==> config.mk <==
export PLATFORM = sky130hd
export DESIGN_NAME = adc_spi_responder
export DESIGN_NICKNAME = d
export VERILOG_FILES = /design/src/rtl/adc_spi_responder.sv
export SDC_FILE = /design/constraint.sdc
export NUM_CORES = 1
export LEC_CHECK = 0
export ABC_AREA = 1
export BUFFER_PORTS_ARGS = -buffer_cell sky130_fd_sc_hd__buf_2
export CORE_ASPECT_RATIO = 2
export CORE_MARGIN = 2
export CORE_UTILIZATION = 40
export DETAILED_ROUTE_END_ITERATION = 7
export PLACE_DENSITY = 0.7
export SYNTH_ARGS = -nofsm -noshare
export SYNTH_HDL_FRONTEND = slang
export SYNTH_SLANG_ARGS = --single-unit
==> constraint.sdc <==
create_clock -name clk -period 1.28 [get_ports clk]
set_input_delay 0.128 -clock clk [delete_from_list [all_inputs] [get_ports clk]]
set_output_delay 0.128 -clock clk [all_outputs]
set_load 0.1 [all_outputs]
==> src/rtl/adc_spi_responder.sv <==
// Responder end of the serial ADC link: shifts a zero-led DATA_W-bit sample out on s_data, MSB first.
// Optional feature: define RAMP_GEN_EN to transmit an internal ramp in place of sample_data.
module adc_spi_responder #(
  parameter int unsigned DATA_W     = 12,
  parameter int unsigned LEAD_ZEROS = 4
`ifdef RAMP_GEN_EN
  ,
  parameter int unsigned RAMP_STEP  = 1
`endif
) (
  input  logic              clk,
  input  logic              rst_n,
  input  logic              cs,
  input  logic              s_clk,
  input  logic [DATA_W-1:0] sample_data,
  output logic              s_data,
  output logic              busy,
  output logic              frame_done,
  output logic              frame_abort
);

  localparam int unsigned FRAME = LEAD_ZEROS + DATA_W;
  localparam int unsigned CNT_W = 5;

  typedef enum logic [1:0] {
    IDLE    = 2'd0,
    SHIFT   = 2'd1,
    WAIT_CS = 2'd2
  } state_t;

  state_t             state, state_nxt;
  logic [FRAME-1:0]   shreg, shreg_nxt;
  logic [CNT_W-1:0]   bit_cnt, bit_cnt_nxt;
  logic               s_data_nxt;
  logic               busy_nxt;
  logic               frame_done_nxt;
  logic               frame_abort_nxt;

  // [0],[1] synchronise; [2] is the previous synchronised value for edge detect
  logic [2:0]         cs_pipe;
  logic [2:0]         sclk_pipe;
  logic [1:0]         settle;
  logic               armed;

  logic               cs_fall;
  logic               cs_rise;
  logic               sclk_fall;
  logic [DATA_W-1:0]  capture_val;

  always_ff @(posedge clk or negedge rst_n) begin
    if (!rst_n) begin
      cs_pipe   <= 3'b111;
      sclk_pipe <= 3'b111;
      settle    <= 2'b00;
      armed     <= 1'b0;
    end else begin
      cs_pipe   <= {cs_pipe[1:0], cs};
      sclk_pipe <= {sclk_pipe[1:0], s_clk};
      settle    <= {settle[0], 1'b1};
      // cs must be seen high from the pin (not the reset value) before a fall counts
      armed     <= armed | (settle[1] & cs_pipe[1]);
    end
  end

  assign cs_fall   = armed & cs_pipe[2] & ~cs_pipe[1];
  assign cs_rise   = ~cs_pipe[2] & cs_pipe[1];
  assign sclk_fall = sclk_pipe[2] & ~sclk_pipe[1];

`ifdef RAMP_GEN_EN
  logic [DATA_W-1:0] ramp, ramp_nxt;
  logic              unused_sample;

  assign unused_sample = ^sample_data;
  assign capture_val   = ramp;

  // Ramp advances only on completed frames
  always_comb begin
    ramp_nxt = ramp;
    if (frame_done_nxt) begin
      ramp_nxt = ramp + DATA_W'(RAMP_STEP);
    end
  end

  always_ff @(posedge clk or negedge rst_n) begin
    if (!rst_n) begin
      ramp <= '0;
    end else begin
      ramp <= ramp_nxt;
    end
  end
`else
  assign capture_val = sample_data;
`endif

  always_ff @(posedge clk or negedge rst_n) begin
    if (!rst_n) begin
      state       <= IDLE;
      shreg       <= '0;
      bit_cnt     <= '0;
      s_data      <= 1'b0;
      busy        <= 1'b0;
      frame_done  <= 1'b0;
      frame_abort <= 1'b0;
    end else begin
      state       <= state_nxt;
      shreg       <= shreg_nxt;
      bit_cnt     <= bit_cnt_nxt;
      s_data      <= s_data_nxt;
      busy        <= busy_nxt;
      frame_done  <= frame_done_nxt;
      frame_abort <= frame_abort_nxt;
    end
  end

  always_comb begin
    state_nxt       = state;
    shreg_nxt       = shreg;
    bit_cnt_nxt     = bit_cnt;
    s_data_nxt      = s_data;
    frame_done_nxt  = 1'b0;
    frame_abort_nxt = 1'b0;

    case (state)
      IDLE: begin
        s_data_nxt = 1'b0;
        if (cs_fall) begin
          shreg_nxt   = {{LEAD_ZEROS{1'b0}}, capture_val};
          s_data_nxt  = shreg_nxt[FRAME-1];
          bit_cnt_nxt = CNT_W'(FRAME - 1);
          state_nxt   = SHIFT;
        end
      end

      SHIFT: begin
        // Last falling edge beats a coincident cs rise: done, then straight to IDLE
        if (sclk_fall && (bit_cnt == '0)) begin
          frame_done_nxt = 1'b1;
          s_data_nxt     = 1'b0;
          state_nxt      = cs_rise ? IDLE : WAIT_CS;
        end else if (cs_rise) begin
          frame_abort_nxt = 1'b1;
          s_data_nxt      = 1'b0;
          bit_cnt_nxt     = '0;
          state_nxt       = IDLE;
        end else if (sclk_fall) begin
          shreg_nxt   = {shreg[FRAME-2:0], 1'b0};
          s_data_nxt  = shreg[FRAME-2];
          bit_cnt_nxt = bit_cnt - CNT_W'(1);
        end
      end

      WAIT_CS: begin
        s_data_nxt = 1'b0;
        if (cs_rise) begin
          state_nxt = IDLE;
        end
      end

      default: begin
        s_data_nxt = 1'b0;
        state_nxt  = IDLE;
      end
    endcase

    busy_nxt = (state_nxt != IDLE);
  end

endmodule

* Yosys cells after proc, flatten, opt, wreduce, memory -nomap -nowiden *
Index checks and enable logic that the tools add are counted.

cells by class
  bitwise logic cells = 9
  equality and inequality tests = 8
  $add $sub $neg = 1
  muxes and demuxes = 24
  reductions and logical operators = 7

operators by type and width
  operator                                           number
  2-to-1 mux 15 bit                                  4
  case mux 15 bit (2 select lines)                   1
  2-to-1 mux 5 bit                                   4
  case mux 5 bit (2 select lines)                    1
  2-to-1 mux 1 bit                                   9
  2-to-1 mux 2 bit                                   4
  != test 2 bit (second input constant)              4
  case mux 2 bit (3 select lines)                    1
  bitwise AND 1 bit                                  5
  logical NOT 5 bit                                  1
  AND reduction 5 bit                                1
  subtractor 5 x 1 -> 5 bit (second input constant)  1
  != test 4 bit (second input constant)              1
  AND reduction 4 bit                                1
  nonzero test 2 bit                                 2
  != test 3 bit (second input constant)              1
  NOT 1 bit                                          3
  == test 2 x 1 -> 1 bit (second input constant)     1
  == test 2 bit (second input constant)              1
  logical NOT 2 bit                                  1
  logical AND 1 bit                                  1
  OR 1 bit                                           1

storage, ports and cells
  bits in registers = 35
  output and inout port bits = 4
  logic and storage cells = 60

* Logic depth before layout (Yosys ltp) *
Gate-level depths: netlist (run 1).

  word-level depth = 6
  depth in mapped cells = 9

* Worst setup path after synthesis (run 1) *
Ideal clock, no wire load.

  kind = reg-to-reg
  from = register cs_pipe[2]
  to = register shreg[0]
  slack = -134 ps
  arrival time = 1,296 ps
  period minus slack after synthesis = 1,414 ps
  stages on the path, launching flop included = 9
  data required time = 1,163 ps
  path through = dfstp_2 > nand2_1 > nor2_1 > nor2_4 > nor2_8 > nand3_4 > buf_6 > nand2_1 > nand2_1

on the way
  word-level cells in the longest chain between the ends = 4
  elaborated cells on any way between the ends = 7
  classes of those cells = eq/ne (2); bitwise (4); reduce/logical (1)

RTL lines
  item                                                   RTL line  text
  start: declaration                                     40        logic [2:0] cs_pipe;
  start signal: assignment                               57        cs_pipe <= {cs_pipe[1:0], cs};
  bitwise AND 1 bit / NOT 1 bit (equally long branches)  65, 66
  bitwise AND 1 bit (on tied branches)                   65, 66
  != test 2 bit (no line)                                --
  AND reduction 5 bit (no line) *                        --
  end signal: assignment                                 106       shreg <= shreg_nxt;
  end: declaration                                       32        logic [FRAME-1:0] shreg, shreg_nxt;

Every way passes the cells marked *; elsewhere a longest branch is shown, timed or not.
A chain may end at the register's enable or synchronous reset.

* Worst setup path after layout (run 1) *
  from = register sclk_pipe[2]
  to = register shreg[6]

on the way
  word-level cells in the longest chain between the ends = 4
  elaborated cells on any way between the ends = 5
  classes of those cells = eq/ne (2); bitwise (1); reduce/logical (2)

RTL lines
  item                             RTL line  text
  start: declaration               41        logic [2:0] sclk_pipe;
  start signal: assignment         58        sclk_pipe <= {sclk_pipe[1:0], s_clk};
  bitwise AND 1 bit *              67        assign sclk_fall = sclk_pipe[2] & ~sclk_pipe[1];
  logical AND 1 bit                136       if (sclk_fall && (bit_cnt == '0)) begin
  != test 2 bit (no line)          --
  AND reduction 5 bit (no line) *  --

Marked as above.

==> load_flow_metrics.sql, run 1 <==
INSERT INTO impl_metrics (metric_group, metric, value, unit) VALUES
('clock_network', 'cts_made_buffers', '5', ''),
('floorplanning', 'io-pin-count', '20', ''),
('sta', 'timing.final.crit_share', '110', '%'),
('route', 'via_per_inst', '4.75', ''),
('route', 'antenna_violating_nets_post_route', '0', ''),
('floorplanning', 'rows', '33', ''),
('worst_hold_path', 'worstHoldStart', 'sample_data[0]', ''),
('flow_run', 'max_cap_violations', '0', ''),
('placed_design', 'placement.io_buffers', '19', ''),
('route', 'post_drt_wl_per_cell', '12.0', 'microns'),
('logic_synthesis', 'synthesis.nets', '233', ''),
('setup_path', 'worst-r2r-cell-count', '7', ''),
('logic_synthesis', 'yosys_register_bits', '35', ''),
('clock_network', 'htree_levels', '2', ''),
('logic_synthesis', 'yosys.area.top_type', 'sky130_fd_sc_hd__dfrtp_1', ''),
('finish', 'nNetsFinal', '285', ''),
('setup_path', 'cp_data_arrival_time', '1.58', 'ns'),
('finish', 'areaGrowthSynthToFinish', '34.0', '%'),
('placed_design', 'global_placer_s_final_weighted_congestion', '0.840', ''),
('floorplanning', 'chipWidth', '50.3', 'microns'),
('finish', 'fraction_of_final_layout_cells_sized_beyond_drive_strength_1', '33.5', '%'),
('logic_synthesis', 'post-synth-top-count-cell', 'sky130_fd_sc_hd__nand2_1', ''),
('setup_path', 'critical_path_required', '1.46', 'ns'),
('setup_path', 'timing.critical_path.fanout_max', '16', ''),
('logic_synthesis', 'synthesis.area_per_instance', '7.95', 'sq um'),
('worst_hold_path', 'hold-path-cell-count', '5', ''),
('logic_synthesis', 'synth_common_cells', 'sky130_fd_sc_hd__nand2_1, sky130_fd_sc_hd__dfrtp_1, sky130_fd_sc_hd__inv_1, sky130_fd_sc_hd__nand4_1, sky130_fd_sc_hd__nor2_1', ''),
('placed_design', 'dp_hpwl', '2.72', 'mm'),
('clock_network', 'tritoncts', 'yes', ''),
('setup_path', 'rr_startpoint', 'sclk_pipe[2]$_DFF_PN1_', ''),
('worst_hold_path', 'min_to', 'shreg[0]$_DFFE_PN0P_', ''),
('setup_path', 'reg2reg_slack', '-0.13', 'ns'),
('setup_path', 'timing.rr.end', 'shreg[6]$_DFFE_PN0P_', ''),
('sta', 'fmax', '709', 'MHz'),
('floorplanning', 'die-area', '4860', 'sq um'),
('sta', 'timing_max_transition_violations_final', '0', ''),
('clock_network', 'cts-root-buf', 'sky130_fd_sc_hd__clkbuf_8', ''),
('sta', 'rsz0062_at_grt', 'true', ''),
('clock_network', 'cts_buffer_depth', '2', ''),
('floorplanning', 'die_y', '96.6', 'microns'),
('global_routing', 'grt_remaining_overflow', '0', ''),
('logic_synthesis', 'synth-edff-count', '0', ''),
('sta', 'worst_slack', '-0.130', 'ns'),
('global_routing', 'grt_pass1_wl', '6.47', 'mm'),
('floorplanning', 'initial_cell_density_of_the_core', '41.6', '%'),
('power', 'power_density', '1880', 'nW/um^2'),
('logic_synthesis', 'synth_top_area_share', '42.3', '%'),
('setup_path', 'worstSetupPathType', 'flop to flop', ''),
('route', 'initialDrtViolationCount', '26', ''),
('global_routing', 'met1_usage', '18.8', '%'),
('logic_synthesis', 'synth_sequential_area_ratio', '51.5', '%'),
('logic_synthesis', 'number_of_instances_in_the_synthesized_netlist', '216', ''),
('run_status', 'failed_checks', 'setup timing', ''),
('sta', 'setup_viol_count_final', '22', ''),
('sta', 'timing.final.crit_period', '1.41', 'ns'),
('finish', 'antennaDiodeCount', '0', ''),
('setup_path', 'setup.worst_path.end_class', 'flop', ''),
('clock_network', 'cts.sink_count', '35', ''),
('route', 'remaining_drc_errors', '0', ''),
('route', 'detail_route.wirelength', '3.85', 'mm'),
('power', 'leakage', '0.00125', 'uW'),
('setup_path', 'timing.critical_path.from_type', 'flop', ''),
('global_routing', 'grt_busiest_layer', 'met2', ''),
('floorplanning', 'core', '4130', 'sq um'),
('power', 'max-vdd-ir-drop', '1000', 'uV'),
('sta', 'fin_skew', '0.00435', 'ns'),
('run_status', 'status', 'complete, but fails checks', ''),
('logic_synthesis', 'asyncSetResetFlopFracSynth', '100', '%'),
('global_routing', 'grt_max_degree', '20', ''),
('global_routing', 'grt_util_met2', '31.2', '%'),
('placed_design', 'place.detailed.instances', '306', '');
layer usage:
layer / vias up / part of all wire [%]
met2: 24 / 55
met5: - / 0
met3: 8 / 2.3
li1: 786 / -
met4: 0 / 4.1
met1: 706 / 38
cells by family after synthesis:
kind of cell	Yosys count	share of synthesized area [%]
simple gates	141	37.3
flops	35	51.5
compound gates	8	2.48
other cells	1	0.218
fa+ha+maj	1	0.729
buf+inv	30	7.80
worst max-delay path: stages (launching register included):
cell and delay (ns):
sky130_fd_sc_hd__dfstp_2 0.56, sky130_fd_sc_hd__nand2_4 0.07, sky130_fd_sc_hd__buf_6 0.12, sky130_fd_sc_hd__nor2_4 0.13
sky130_fd_sc_hd__nand2_4 0.12, sky130_fd_sc_hd__buf_12 0.17, sky130_fd_sc_hd__nand4_1 0.07, sky130_fd_sc_hd__nand2_1 0.07
flip-flops by register name, summed over array words and instances (netlist names):
signal	flops
frame_abort	1
state	2
armed	1
cs_pipe	3
bit_cnt	5
settle	2
s_data	1
sclk_pipe	3
busy	1
frame_done	1
shreg	15
area by class of cell:
type / instances / area, sq um
Sequential cell: 35 / 885
Timing Repair Buffer: 52 / 392
Fill cell: 405 / 1830
Inverter: 22 / 82.6
Clock inverter: 1 / 5.00
Multi-Input combinational cell: 152 / 796
Clock buffer: 7 / 76.3
Tap cell: 52 / 65.1
per-stage QoR:
step           instance area [sq um]  setup TNS [ns]  hold WS, ns  worst slack (ns)  util, %
4_1_cts                         2260           -2.09        0.175            -0.133     54.8
5_1_grt                         2300           -3.81        0.209            -0.188     55.7
6_report                        2300           -2.24        0.176            -0.130     55.7
2_1_floorplan                   1770          -0.981       -0.168           -0.0721        -
3_5_place_dp                    2110           -2.46        0.108            -0.133     51.0
3_3_place_gp                    2110           -2.02        0.104            -0.108     51.0
timing repair:
| action | in CTS | in global routing |
|---|---|---|
| pin swaps | 8 | 6 |
| hold buffers | 3 | 0 |
| endpoints found under the hold margin | 14 | 0 |
| setup buffers | 1 | 2 |
| gates cloned | 1 | 0 |
| gates resized for setup | 8 | 9 |
| endpoints found under the setup margin | 22 | 26 |
worst max-delay path by stage:
stage | slack (ns) | endpoint | start
2_1_floorplan | -0.07 | shreg[0]$_DFFE_PN0P_ | cs_pipe[2]$_DFF_PN1_
3_3_place_gp | -0.11 | shreg[0]$_DFFE_PN0P_ | sclk_pipe[1]$_DFF_PN1_
3_5_place_dp | -0.13 | shreg[12]$_DFFE_PN0P_ | sclk_pipe[1]$_DFF_PN1_
4_1_cts | -0.13 | shreg[6]$_DFFE_PN0P_ | bit_cnt[0]$_DFFE_PN0P_
5_1_grt | -0.19 | shreg[6]$_DFFE_PN0P_ | bit_cnt[0]$_DFFE_PN0P_
6_report | -0.13 | shreg[6]$_DFFE_PN0P_ | sclk_pipe[2]$_DFF_PN1_
cells in the final DEF (no fill, tap or decap), drive strengths merged:
master / n
nand2: 98
buf: 49
dfrtp: 29
inv: 22
nand4: 19
nor2: 14
nand3: 11
clkbuf: 7
dfstp: 6
o21ai: 4
dlygate4sd3: 3
a21oi: 3
a21o: 1
ha: 1
clkinv: 1
conb: 1
power by group:
part,switching [uW],leakage (uW),internal (uW),total (uW)
Combinational,1120,0.000779,820,1940
Sequential,184,0.000425,1430,1610
Clock,395,0.0000422,382,777
Total,1690,0.00125,2630,4330
(Power assumes the default switching activity.)
==> inputs of run 2 (changes only) <==
--- a/config.mk
+++ b/config.mk
@@ -9,9 +9,10 @@
 export BUFFER_PORTS_ARGS = -buffer_cell sky130_fd_sc_hd__buf_2
 export CORE_ASPECT_RATIO = 2
 export CORE_MARGIN = 2
-export CORE_UTILIZATION = 40
+export CORE_UTILIZATION = 51
 export DETAILED_ROUTE_END_ITERATION = 7
-export PLACE_DENSITY = 0.7
+export PLACE_DENSITY = 0.84
+export SETUP_SLACK_MARGIN = 0.3
 export SYNTH_ARGS = -nofsm -noshare
 export SYNTH_HDL_FRONTEND = slang
 export SYNTH_SLANG_ARGS = --single-unit
==> run 2 against run 1 <==
The flow still finishes with violations (setup timing). Die area is 20% lower. Setup slack worse by 0.029 ns. Core utilization is 21 points higher. Critical path depth is 1 higher. Final cell count is 5.9% lower. First-iteration DRC count grew to 2.6 times the previous value. Critical path type unchanged. Highest routed layer unchanged.
==> load_flow_metrics.sql, run 2 (synthesis results as in run 1) <==
INSERT INTO impl_metrics (metric_group, metric, value, unit) VALUES
('sta', 'fin_skew', '0.00693', 'ns'),
('setup_path', 'cp_data_arrival_time', '1.62', 'ns'),
('global_routing', 'grt_pass1_vias', '1615', ''),
('global_routing', 'grt_usage', '24.2', '%'),
('finish', 'largest_reg_flops', '15', ''),
('clock_network', 'cts_buffer_depth', '2', ''),
('floorplanning', 'chipWidth', '45.0', 'microns'),
('placed_design', 'placement.io_buffers', '19', ''),
('worst_hold_path', 'hold-path-cell-count', '5', ''),
('route', 'num_vias', '1563', ''),
('route', 'initialDrtViolationCount', '67', ''),
('clock_network', 'cts.sink_count', '35', ''),
('clock_network', 'clock_pin_slew_reported_for_the_worst_setup_and_hold_paths_after_clock_tree_synthesis', '0.07', 'ns'),
('power', 'power_density', '1930', 'nW/um^2'),
('sta', 'rsz0062_at_grt', 'true', ''),
('placed_design', 'dp_hpwl', '2.56', 'mm'),
('route', 'remaining_drc_errors', '0', ''),
('setup_path', 'worstSetupPathType', 'flop to flop', ''),
('placed_design', 'global_placer_s_final_weighted_congestion', '0.788', ''),
('placed_design', 'post_dp_cell_area', '2100', 'sq um'),
('finish', 'nNetsFinal', '287', ''),
('setup_path', 'setup.worst_path.end_class', 'flop', ''),
('route', 'detail_route.wirelength', '4.14', 'mm'),
('finish', 'n_fill_cell', '218', ''),
('global_routing', 'grt_remaining_overflow', '0', ''),
('global_routing', 'grt_max_degree', '20', ''),
('power', 'leakage', '0.00129', 'uW'),
('finish', 'fraction_of_final_layout_cells_sized_beyond_drive_strength_1', '40.6', '%'),
('setup_path', 'reg2reg_slack', '-0.16', 'ns'),
('setup_path', 'timing.critical_path.from_type', 'flop', ''),
('route', 'drt-pass1-iter-count', '4', ''),
('clock_network', 'cts-root-buf', 'sky130_fd_sc_hd__clkbuf_8', ''),
('worst_hold_path', 'worstHoldStart', 'sample_data[0]', ''),
('setup_path', 'rr_startpoint', 'cs_pipe[1]$_DFF_PN1_', ''),
('global_routing', 'grt_antenna_before_repair', '0', ''),
('power', 'max-vdd-ir-drop', '1350', 'uV'),
('finish', 'regMostFlops', 'shreg', ''),
('sta', 'worst_slack', '-0.159', 'ns'),
('run_status', 'status', 'complete, but fails checks', ''),
('floorplanning', 'die-area', '3870', 'sq um'),
('floorplanning', 'initial_cell_density_of_the_core', '53.8', '%'),
('floorplanning', 'core', '3190', 'sq um'),
('finish', 'areaGrowthSynthToFinish', '42.8', '%'),
('setup_path', 'worst-r2r-cell-count', '8', ''),
('clock_network', 'htree_levels', '2', ''),
('route', 'via_per_inst', '5.18', ''),
('sta', 'timing_max_transition_violations_final', '0', ''),
('floorplanning', 'rows', '29', ''),
('flow_run', 'max_cap_violations', '0', ''),
('sta', 'report.final.hold_viol_count', '0', ''),
('sta', 'timing.final.crit_share', '112', '%'),
('finish', 'final_area', '2450', 'sq um'),
('finish', 'mostFrequentLayoutCells', 'sky130_fd_sc_hd__nand2_1, sky130_fd_sc_hd__buf_4, sky130_fd_sc_hd__dfrtp_1, sky130_fd_sc_hd__nand4_1, sky130_fd_sc_hd__buf_2', ''),
('finish', 'area_of_combinational_cells_with_multiple_inputs', '833', 'sq um'),
('setup_path', 'critical_path_required', '1.46', 'ns'),
('floorplanning', 'die_y', '86.1', 'microns'),
('sta', 'tns', '-2.76', 'ns'),
('sta', 'setup_viol_count_final', '23', ''),
('sta', 'fmax', '695', 'MHz'),
('worst_hold_path', 'hp-class', 'input pin to flop', ''),
('floorplanning', 'io-pin-count', '20', ''),
('route', 'antenna_violating_nets_post_route', '0', ''),
('run_status', 'failed_checks', 'setup timing', ''),
('clock_network', 'cts_made_buffers', '5', ''),
('setup_path', 'timing.rr.end', 'shreg[8]$_DFFE_PN0P_', ''),
('finish', 'antennaDiodeCount', '0', ''),
('global_routing', 'grt_pass1_wl', '6.87', 'mm'),
('worst_hold_path', 'min_to', 'shreg[0]$_DFFE_PN0P_', ''),
('setup_path', 'timing.critical_path.fanout_max', '10', ''),
('clock_network', 'clock_insertion_delay_worst_skew', '0.30', 'ns'),
('sta', 'timing.final.crit_period', '1.44', 'ns'),
('route', 'post_drt_wl_per_cell', '13.7', 'microns'),
('clock_network', 'tritoncts', 'yes', ''),
('finish', 'seq_area', '891', 'sq um'),
('finish', 'mostFrequentLayoutCell', 'sky130_fd_sc_hd__nand2_1', ''),
('finish', 'largest_registers_in_the_final_layout', 'shreg (15), bit_cnt (5)', '');
run 2: per-stage QoR:
stage / power [uW] / utilization, % / hold slack, ns / std cells / setup WS (ns)
final: 4740 / 76.8 / 0.162 / 302 / -0.159
after global routing: 5070 / 76.8 / 0.207 / 302 / -0.219
after CTS: 4650 / 75.3 / 0.165 / 300 / -0.122
after detailed placement: 3470 / 65.9 / 0.0906 / 285 / -0.157
after global placement: 3420 / 65.9 / 0.0891 / 285 / -0.147
after floorplan: 2880 / - / -0.168 / 216 / -0.0721
run 2: power by group:
part           internal [uW]  switching, uW
Clock                    580            440
Combinational            906           1180
Sequential              1440            204
Total                   2920           1820
run 2: worst max-delay path by stage:
stage	start	endpoint	slack (ns)	cells past startpoint
after floorplan	cs_pipe[2]$_DFF_PN1_	shreg[0]$_DFFE_PN0P_	-0.07	8
after global placement	cs_pipe[1]$_DFF_PN1_	shreg[6]$_DFFE_PN0P_	-0.15	8
after detailed placement	cs_pipe[1]$_DFF_PN1_	shreg[1]$_DFFE_PN0P_	-0.16	8
after CTS	cs_pipe[2]$_DFF_PN1_	shreg[14]$_DFFE_PN0P_	-0.12	7
after global routing	cs_pipe[1]$_DFF_PN1_	shreg[8]$_DFFE_PN0P_	-0.22	8
final	cs_pipe[1]$_DFF_PN1_	shreg[8]$_DFFE_PN0P_	-0.16	8
run 2: critical path: stages, from the launching register on:
cell and delay, ns:
sky130_fd_sc_hd__dfstp_2 0.55, sky130_fd_sc_hd__inv_1 0.07, sky130_fd_sc_hd__nor2_2 0.12, sky130_fd_sc_hd__nand2_1 0.09
sky130_fd_sc_hd__nand2_2 0.12, sky130_fd_sc_hd__nor2_8 0.07, sky130_fd_sc_hd__buf_12 0.14, sky130_fd_sc_hd__nand4_1 0.09
sky130_fd_sc_hd__nand2_1 0.06
run 2: repair_timing:
action,4_1_cts,5_1_grt
cloned,1,0
hold buffers,3,0
endpoints found under the setup margin,30,30
setup buffers,3,2
pin swaps,20,14
endpoints found under the hold margin,14,0
resized for setup,33,14
run 2: area by class of cell:
class | instances | share of cell area, %
inverters | 22 | 3.47
clock buffers | 5 | 2.81
flip-flops and latches | 35 | 36.3
multi-input cells | 152 | 34.0
repair buffers | 54 | 20.0
clock inverters | 3 | 1.79
well taps | 31 | 1.58
run 2: layer usage:
layer,share of wire [%],GRT usage (%),vias up
li1,-,-,790
met3,3.0,4.42,10
met4,2.6,13.6,0
met1,38,26.0,732
met2,56,41.8,31
met5,0,0,-
==> inputs of run 3 (changes only) <==
--- a/config.mk
+++ b/config.mk
@@ -6,13 +6,14 @@
 export NUM_CORES = 1
 export LEC_CHECK = 0
 export ABC_AREA = 1
-export BUFFER_PORTS_ARGS = -buffer_cell sky130_fd_sc_hd__buf_2
+export BUFFER_PORTS_ARGS = -buffer_cell sky130_fd_sc_hd__clkbuf_2
 export CORE_ASPECT_RATIO = 2
 export CORE_MARGIN = 2
-export CORE_UTILIZATION = 51
+export CORE_UTILIZATION = 57
 export DETAILED_ROUTE_END_ITERATION = 7
-export PLACE_DENSITY = 0.84
+export PLACE_DENSITY = 0.88
 export SETUP_SLACK_MARGIN = 0.3
 export SYNTH_ARGS = -nofsm -noshare
 export SYNTH_HDL_FRONTEND = slang
 export SYNTH_SLANG_ARGS = --single-unit
+export TNS_END_PERCENT = 20
==> constraint.sdc (replaced) <==
create_clock -name clk -period 1.4 [get_ports clk]
set_input_delay 0.14 -clock clk [delete_from_list [all_inputs] [get_ports clk]]
set_output_delay 0.14 -clock clk [all_outputs]
set_load 0.1 [all_outputs]
==> run 3 against run 2 <==
The flow still finishes with violations (setup timing). Sequential power fell by 9%. Maximum frequency down 1.2%. Combinational power shrank 11%. Die area fell by 9.8%. Hold slack better by 0.0033 ns. Final cell count decreased by 0.99%. Critical endpoint is now shreg[14]$_DFFE_PN0P_. Critical path depth down 1. Clock power rose by 7%. Global-route usage is 4.8 points higher. Cell area decreased by 2.5%. Sequential share of layout area increased by 0.60 points.
==> load_flow_metrics.sql, run 3 (synthesis results as in run 1) <==
INSERT INTO impl_metrics (metric_group, metric, value, unit) VALUES
('clock_network', 'cts_made_buffers', '5', ''),
('route', 'post_drt_wl_per_cell', '14.7', 'microns'),
('global_routing', 'grt_remaining_overflow', '0', ''),
('finish', 'nNetsFinal', '285', ''),
('setup_path', 'timing.critical_path.cells', 'nand2_4 -> buf_6 -> nor2_4 -> nand2_4 -> buf_6 -> nand4_1 -> nand2_1', ''),
('floorplanning', 'die_y', '81.6', 'microns'),
('sta', 'timing_max_transition_violations_final', '0', ''),
('sta', 'timing.final.crit_period', '1.46', 'ns'),
('setup_path', 'setup.worst_path.end_class', 'flop', ''),
('run_status', 'failed_checks', 'setup timing', ''),
('global_routing', 'grt_pass1_wl', '7.25', 'mm'),
('clock_network', 'clock_pin_slew_reported_for_the_worst_setup_and_hold_paths_after_clock_tree_synthesis', '0.07', 'ns'),
('setup_path', 'delay_heaviest_family_cp', 'flip-flops', ''),
('placed_design', 'global_placer_s_final_weighted_congestion', '0.921', ''),
('setup_path', 'worst_path_bufs_invs', '2', ''),
('setup_path', 'timing.rr.end', 'shreg[14]$_DFFE_PN0P_', ''),
('sta', 'fin_skew', '0.00387', 'ns'),
('setup_path', 'timing.critical_path.fanout_max', '7', ''),
('sta', 'worst_slack', '-0.0560', 'ns'),
('global_routing', 'met1_usage', '28.4', '%'),
('worst_hold_path', 'hold-path-cell-count', '5', ''),
('setup_path', 'timing.critical_path.from_type', 'flop', ''),
('global_routing', 'grt_max_degree', '36', ''),
('placed_design', 'place.detailed.instances', '283', ''),
('setup_path', 'reg2reg_slack', '-0.06', 'ns'),
('setup_path', 'cp_slowest_stage_delay', '0.57', 'ns'),
('worst_hold_path', 'min_to', 'shreg[0]$_DFFE_PN0P_', ''),
('setup_path', 'worstSetupPathType', 'flop to flop', ''),
('clock_network', 'clock_insertion_delay_worst_skew', '0.29', 'ns'),
('power', 'leakage', '0.00129', 'uW'),
('finish', 'areaGrowthSynthToFinish', '39.3', '%'),
('worst_hold_path', 'worstHoldStart', 'sample_data[0]', ''),
('global_routing', 'grt_util_met2', '52.1', '%'),
('floorplanning', 'rows', '28', ''),
('route', 'remaining_drc_errors', '0', ''),
('setup_path', 'cp_slowest_cell', 'sky130_fd_sc_hd__dfstp_2', ''),
('sta', 'timing.final.crit_share', '104', '%'),
('clock_network', 'cts-root-buf', 'sky130_fd_sc_hd__clkbuf_8', ''),
('setup_path', 'cp_data_arrival_time', '1.64', 'ns'),
('sta', 'fmax', '687', 'MHz'),
('floorplanning', 'chipWidth', '42.8', 'microns'),
('global_routing', 'grt_usage', '29.0', '%'),
('floorplanning', 'io-pin-count', '20', ''),
('global_routing', 'groute.layer.met3.usage', '5.49', '%'),
('setup_path', 'worst-r2r-cell-count', '7', ''),
('clock_network', 'cts.sink_count', '35', ''),
('setup_path', 'critical_path_required', '1.58', 'ns'),
('finish', 'antennaDiodeCount', '0', ''),
('worst_hold_path', 'hp-class', 'input pin to flop', ''),
('global_routing', 'grt_busiest_layer', 'met2', ''),
('power', 'max-vdd-ir-drop', '1520', 'uV'),
('global_routing', 'grt_pass1_vias', '1627', ''),
('setup_path', 'rr_startpoint', 'sclk_pipe[2]$_DFF_PN1_', ''),
('route', 'num_vias', '1644', ''),
('floorplanning', 'core', '2910', 'sq um'),
('route', 'initialDrtViolationCount', '51', ''),
('placed_design', 'placement.io_buffers', '19', ''),
('clock_network', 'htree_levels', '2', ''),
('route', 'drt-pass1-iter-count', '4', ''),
('sta', 'report.final.hold_viol_count', '0', ''),
('finish', 'largest_reg_flops', '15', ''),
('finish', 'regMostFlops', 'shreg', ''),
('route', 'antenna_violating_nets_post_route', '0', ''),
('sta', 'setup_viol_count_final', '17', ''),
('run_status', 'status', 'complete, but fails checks', ''),
('clock_network', 'tritoncts', 'yes', ''),
('sta', 'tns', '-0.319', 'ns'),
('global_routing', 'grt_antenna_before_repair', '0', ''),
('placed_design', 'pre_cts_slack', '-0.0380', 'ns'),
('placed_design', 'dp_hpwl', '2.68', 'mm'),
('finish', 'fraction_of_final_layout_cells_sized_beyond_drive_strength_1', '37.5', '%'),
('route', 'detail_route.wirelength', '4.39', 'mm'),
('clock_network', 'cts_buffer_depth', '2', ''),
('floorplanning', 'initial_cell_density_of_the_core', '59.0', '%'),
('sta', 'rsz0062_at_grt', 'true', ''),
('floorplanning', 'die-area', '3490', 'sq um'),
('finish', 'mostFrequentLayoutCells', 'sky130_fd_sc_hd__nand2_1, sky130_fd_sc_hd__dfrtp_1, sky130_fd_sc_hd__buf_4, sky130_fd_sc_hd__nand4_1, sky130_fd_sc_hd__clkbuf_2', ''),
('finish', 'largest_registers_in_the_final_layout', 'shreg (15), bit_cnt (5)', ''),
('finish', 'utilization', '82.2', '%'),
('route', 'via_per_inst', '5.50', ''),
('finish', 'mostFrequentLayoutCell', 'sky130_fd_sc_hd__nand2_1', ''),
('power', 'power_density', '1860', 'nW/um^2'),
('flow_run', 'max_cap_violations', '0', ''),
('finish', 'layoutNonFillerInstCount', '299', '');
run 3: cell count changes in the layout (fill, tap and decap cells not counted), moves of 2 or more:
cell,delta
sky130_fd_sc_hd__buf_12,-6
sky130_fd_sc_hd__buf_2,-15
sky130_fd_sc_hd__buf_4,-3
sky130_fd_sc_hd__buf_6,+4
sky130_fd_sc_hd__clkbuf_2,+15
sky130_fd_sc_hd__clkbuf_4,+2
sky130_fd_sc_hd__dfrtp_1,+6
sky130_fd_sc_hd__dfrtp_2,-6
sky130_fd_sc_hd__nand2_1,-2
run 3: power breakdown:
part | switching, uW | leakage, uW | internal, uW
clock network | 384 | 0.0000644 | 710
logic | 1080 | 0.000795 | 778
registers | 183 | 0.000427 | 1310
run 3: final cells by class:
| cell class | count | area [sq um] |
|---|---|---|
| clock buffer | 5 | 68.8 |
| tap | 30 | 37.5 |
| sequential | 35 | 883 |
| clock inverter | 3 | 67.6 |
| fill | 193 | 517 |
| multi-input combinational | 152 | 830 |
| inverter | 22 | 82.6 |
| timing repair buffer | 52 | 422 |
run 3: worst min-delay path: stages:
cell                       delay [ns]
sky130_fd_sc_hd__clkbuf_2        0.08
sky130_fd_sc_hd__inv_1           0.04
sky130_fd_sc_hd__nor2_1          0.04
sky130_fd_sc_hd__nand4_1         0.07
sky130_fd_sc_hd__nand2_1         0.05
run 3: worst max path at each step:
stage                                start                     end  slack (ns)  cells after the start
floorplan             cs_pipe[2]$_DFF_PN1_    shreg[0]$_DFFE_PN0P_        0.05                      8
global placement      cs_pipe[2]$_DFF_PN1_    shreg[6]$_DFFE_PN0P_       -0.01                      7
detailed placement    cs_pipe[2]$_DFF_PN1_  bit_cnt[3]$_DFFE_PN0P_       -0.04                      7
CTS                   cs_pipe[2]$_DFF_PN1_    shreg[0]$_DFFE_PN0P_       -0.01                      7
global route        sclk_pipe[2]$_DFF_PN1_   shreg[14]$_DFFE_PN0P_       -0.11                      7
finish              sclk_pipe[2]$_DFF_PN1_   shreg[14]$_DFFE_PN0P_       -0.06                      7
run 3: repair_timing:
action | in CTS | in global routing
gates cloned | 1 | 0
gates resized for setup | 34 | 10
hold buffers | 3 | 0
setup endpoints to repair | 30 | 27
hold endpoints to repair | 31 | 0
pin swaps | 20 | 11
buffers inserted | 1 | 3
run 3: metal layers:
layer / up-vias / share of wire (%)
met4: 0 / 4.1
met2: 46 / 58
met5: - / 0
met1: 793 / 35
met3: 16 / 2.9
li1: 789 / -
run 3: per-stage QoR:
stage | total power [uW] | cell area, sq um | hold WS (ns)
3_3_place_gp | 3050 | 2040 | 0.191
3_5_place_dp | 3110 | 2040 | 0.193
2_1_floorplan | 2560 | 1750 | -0.156
5_1_grt | 4710 | 2390 | 0.182
4_1_cts | 4370 | 2340 | 0.166
6_report | 4450 | 2390 | 0.166
